## src/rtl/uart_rx_fifo.sv

```systemverilog
// UART receive buffer: strobes each waiting byte out of the receiver, stores it with its error
// flag in a first-word-fall-through FIFO, and flags an idle timeout while data sits unread.
module uart_rx_fifo #(
  parameter int unsigned DEPTH   = 16,
  parameter int unsigned AW      = 4,
  parameter int unsigned TIMEOUT = 1024
) (
  input  logic          clk,
  input  logic          rst,
  input  logic [7:0]    uart_data,
  input  logic          uart_rdc,
  input  logic          uart_error,
  output logic          uart_ce,
  output logic          uart_rd,
  output logic [7:0]    out_data,
  output logic          out_err,
  output logic          out_valid,
  input  logic          out_ready,
  output logic [AW:0]   fifo_count,
  output logic          fifo_full,
  output logic          fifo_empty,
  output logic          rx_idle
);

  localparam int unsigned TW = $clog2(TIMEOUT + 1);

  typedef enum logic [1:0] {StIdle, StRd, StCap, StWait} state_e;

  state_e          state_q, state_d;
  logic            rd_q, rd_d;
  logic [8:0]      mem_q [DEPTH];
  logic [AW-1:0]   wptr_q, wptr_d, rptr_q, rptr_d;
  logic [AW:0]     count_q, count_d;
  logic [TW-1:0]   tmo_q, tmo_d;
  logic            idle_q, idle_d;
  logic            push, pop, full, empty;

  assign full  = (count_q == (AW+1)'(DEPTH));
  assign empty = (count_q == '0);
  assign push  = (state_q == StCap);
  assign pop   = ~empty & out_ready;

  always_comb begin
    state_d = state_q;
    unique case (state_q)
      StIdle:  if (uart_rdc && !full) state_d = StRd;
      StRd:    state_d = StCap;
      StCap:   state_d = uart_rdc ? StWait : StIdle;
      StWait:  if (!uart_rdc) state_d = StIdle;
      default: state_d = StIdle;
    endcase
    // Strobe is registered so it is high exactly during the RD state.
    rd_d = (state_d == StRd);
  end

  always_comb begin
    wptr_d  = wptr_q;
    rptr_d  = rptr_q;
    count_d = count_q;
    if (push) wptr_d = wptr_q + 1'b1;
    if (pop)  rptr_d = rptr_q + 1'b1;
    case ({push, pop})
      2'b10:   count_d = count_q + 1'b1;
      2'b01:   count_d = count_q - 1'b1;
      default: count_d = count_q;
    endcase
  end

  // Timeout counts only while data is buffered and no new byte arrives; saturates at TIMEOUT.
  always_comb begin
    tmo_d = tmo_q;
    if (push || count_d == '0) begin
      tmo_d = '0;
    end else if (tmo_q != TW'(TIMEOUT)) begin
      tmo_d = tmo_q + 1'b1;
    end
    idle_d = (tmo_d == TW'(TIMEOUT));
  end

  always_ff @(posedge clk or negedge rst) begin
    if (!rst) begin
      state_q <= StIdle;
      rd_q    <= 1'b0;
      wptr_q  <= '0;
      rptr_q  <= '0;
      count_q <= '0;
      tmo_q   <= '0;
      idle_q  <= 1'b0;
    end else begin
      state_q <= state_d;
      rd_q    <= rd_d;
      wptr_q  <= wptr_d;
      rptr_q  <= rptr_d;
      count_q <= count_d;
      tmo_q   <= tmo_d;
      idle_q  <= idle_d;
    end
  end

  always_ff @(posedge clk) begin
    if (push) mem_q[wptr_q] <= {uart_error, uart_data};
  end

  assign uart_ce    = rd_q;
  assign uart_rd    = rd_q;
  assign out_valid  = ~empty;
  assign out_data   = empty ? 8'h00 : mem_q[rptr_q][7:0];
  assign out_err    = empty ? 1'b0  : mem_q[rptr_q][8];
  assign fifo_count = count_q;
  assign fifo_full  = full;
  assign fifo_empty = empty;
  assign rx_idle    = idle_q;

endmodule

```

## config.mk

```make
export PLATFORM = sky130hd
export DESIGN_NAME = uart_rx_fifo
export DESIGN_NICKNAME = d
export VERILOG_FILES = /design/src/rtl/uart_rx_fifo.sv
export SDC_FILE = /design/constraint.sdc
export NUM_CORES = 1
export LEC_CHECK = 0
export CAP_MARGIN = 20
export CORE_ASPECT_RATIO = 1.2
export CORE_MARGIN = 3
export CORE_UTILIZATION = 60
export DETAILED_ROUTE_END_ITERATION = 10
export PLACE_DENSITY = 0.89
export SYNTH_ARGS = -nofsm -noshare
export SYNTH_HDL_FRONTEND = slang
export SYNTH_SLANG_ARGS = --single-unit
export TNS_END_PERCENT = 1
```

## constraint.sdc

```tcl
create_clock -name clk -period 3.9 [get_ports clk]
set_input_delay 0.78 -clock clk [delete_from_list [all_inputs] [get_ports clk]]
set_output_delay 0.78 -clock clk [all_outputs]
set_load 0.05 [all_outputs]
```

==> results by group <==
Run status
  • Status: completed

CTS
  • Hold buffers post-CTS: 0
  • Clock transition at the registers of the reported paths: 70 ps
  • Worst-Skew Late Latency: 420 ps
  • Resized Gates After CTS: 0
  • Root buffer cell: clkbuf_16
  • CTS tree: yes
  • Htree depth: 4
  • CTS Buf Count: 17
  • Clock Path Buffers: 2
  • Clock sink total: 172
  • Postcts setup bufs: 0

Floorplan
  • Starting density of the core: 62.3%
  • Die boundary width: 107 um
  • Row count: 43
  • CORE AREA: 11700 um^2
  • Number of I/O pins: 33
  • Die height: 127 um
  • Die area: 13500 um^2

GRT
  • Met2 Usage GRT: 40.6%
  • Total routing usage reported by global routing: 24.2%
  • GRT Max-Usage Layer: met2
  • GRT overflow: 0
  • First-pass GRT wire length: 23.4 mm
  • Initial antenna violation count: 0
  • Number of global-route vias before repair: 4030
  • GR Util met1: 31.4%
  • Largest net degree at the start of global routing: 40
  • Met3 Use GR: 5.14%

Pwr
  • Power per cell area: 760 nW/um^2
  • Leakage power: 2.84 nW
  • Maximum vdd drop: 0.000591 V

Route
  • Final ANT Viol Nets: 0
  • Initial DRT Pass Iterations: 5
  • Routed wire length: 15.1 mm
  • Initial DRC count: 389
  • Via density per instance: 6.36
  • Via count: 3898
  • DRC: 0
  • Routed wire per std cell: 24.6 um

Synthesis
  • Synth area leaders: edfxtp_1 (59%), mux4_2 (14%), dfrtp_1 (9.6%)
  • Synth top area share: 59.2%
  • Mapped Cells: 403
  • Number of synthesized flops with an enable pin: 144
  • Total nets after synthesis: 425
  • Async S/R FF share, synth: 16.3%
  • Synth Register Bits: 172
  • Sequential share of the synthesized area: 68.8%
  • Yosys Warn Count: 0
  • Synth area leader: edfxtp_1
  • Unique masters post-synth: 51
  • Synthesized cell area: 7300 um^2
  • Syn avg cell area: 18.1 um^2
  • Top_reg_cell synth: edfxtp_1

Setup path
  • Crit end category: output port
  • Worst EP required: 3120 ps
  • CP Launch Type: flip-flop
  • CP arrival: 2930 ps
  • CP peak stage delay: 800 ps
  • Crit-path leading delay family: multiplexers
  • Slowest CP cell: dfrtp_2
  • Cell chain of the critical path: buf_12 -> mux4_2 -> mux4_2 -> nor2b_1 -> buf_4
  • WP buf/inv: 2
  • Worst Setup Path Type: reg2out
  • Most numerous cell on the critical path: mux4_2
  • CP Max Fanout: 20

Hold path
  • Hold/Removal Path Class: reg2reg

Finish
  • Area of the multi-input gates: 2120 um^2
  • Share of post-route cells with drive strength above 1: 25.4%
  • Area growth, synth to finish: 13.9%
  • Nets@finish: 466
  • Final Cell Area: 8320 um^2
  • Fill cells: 746
  • # diodes: 0
  • Storage element area: 5030 um^2

Timing
  • Worst-Margin Slew: 867 ps
  • Hold Vio Cnt, Final: 0
  • Skew final: 9.27 ps
  • Slew Viols, Final: 0
  • Max-slew headroom: 42.2%
  • Final Critical Period: 3710 ps
  • Final period utilization: 95.1%
  • Setup Viol. Count Final: 0
  • Fmax: 270 MHz
  • Setup_tns: 0 ps
  • RSZ-0062 raised after global routing: no

Placement
  • DP Area: 7770 um^2
  • Port bufs: 32
  • Global placement routability congestion: 0.908
  • Dpl hpwl: 9.02 mm

Run
  • # Max-Cap Violations: 0
==> path summary, 6_finish.rpt <==
check,from,to,slack [ps],cells after the start
hold / removal,state_q[0],uart_ce,490,1
max in group asynchronous,rst,rptr_q[0],2870,2
setup reg to reg,fifo_count[0],rx_idle,460,11
setup / recovery,rptr_q[0],out_data[5],190,5
min in group asynchronous,rst,fifo_count[1],730,2
hold reg to reg,state_q[0],uart_ce,490,1
==> layer usage <==
metal	wire, um	part of all wire [%]
met1	5690	38
met2	8060	53
met3	1030	6.8
met4	337	2.2
met5	0	0
==> stage by stage <==
stage	total power [W]	worst slack (ps)	hold WS, ps	std cells	utilization [%]
2_1_floorplan	0.00415	351	454	403	-
3_3_place_gp	0.00472	313	471	582	66.2
3_5_place_dp	0.00479	252	487	582	66.2
4_1_cts	0.00636	155	497	613	70.9
5_1_grt	0.00658	65.0	523	613	70.9
6_report	0.00632	192	493	613	70.9
==> sequential cells by signal, indices dropped and copies added, names as in the netlist <==
signal	count
rptr_q	4
fifo_count	5
uart_ce	1
wptr_q	4
state_q	2
rx_idle	1
tmo_q	11
mem_q	144
==> cell usage after synthesis, drive strengths merged (9+ instances only) <==
library cell and n:
xnor2 13, inv 11, nor2 19, mux4 45, and2 17, edfxtp 144
nand2 15, ha 9, buf 11, clkbuf 9, dfrtp 28, nor3 11
nor2b 10
==> cell type report <==
class | instances | share of cell area (%)
clock buffers | 17 | 5.11
clock inverters | 14 | 1.47
inverters | 12 | 0.542
multi-input cells | 199 | 25.5
flip-flops and latches | 172 | 60.4
well taps | 157 | 2.36
repair buffers | 42 | 4.63
==> power by group <==
group          leakage, nW  total, W  internal (W)  switching, W
clock network        0.249   0.00156      0.000874      0.000686
logic                0.944   0.00231       0.00102       0.00129
registers             1.65   0.00245       0.00218      0.000274
total                 2.84   0.00632       0.00408       0.00225
==> worst reg2reg max path, stage by stage (launching register included) <==
cell	delay, ps
dfrtp_1	470
or4_4	580
o211a_1	300
xor2_1	170
ha_1	210
inv_1	80
nand2_1	90
o41a_2	430
a221o_1	390
nor4_4	250
buf_4	260
nor3_1	90
==> placed cells by master (no fill, tap or decap), types with 2 or more instances in the layout <==
cell type and n:
a21o_1 2, a21oi_1 3, and2_1 17, buf_4 18, clkbuf_16 17, clkdlybuf4s50_1 23, clkinv_1 3, clkinv_4 2
clkinvlp_4 6, dfrtp_1 27, edfxtp_1 144, ha_1 9, inv_1 11, inv_6 2, mux2_2 4, mux4_2 45
nand2_1 15, nand3_1 6, nand4_1 6, nor2_1 14, nor2_2 5, nor2b_1 10, nor3_1 5, nor3_2 6
nor4_1 3, nor4b_1 4, o31ai_1 4, or2_2 2, xnor2_1 13, xor2_1 6
==> logic make-up after synthesis <==
kind of cell               count (synthesis)  share of synthesized area (%)
DFF                                      172                           68.8
xor gates and xnor gates                  19                           2.28
and+or+nand+nor                           99                           8.09
buffers and inverters                     32                           2.23
muxes                                     50                           14.6
adders and majority gates                  9                           1.54
AOI/OAI and AO/OA                         22                           2.45
No activity file was read; power rests on OpenSTA's default activity.
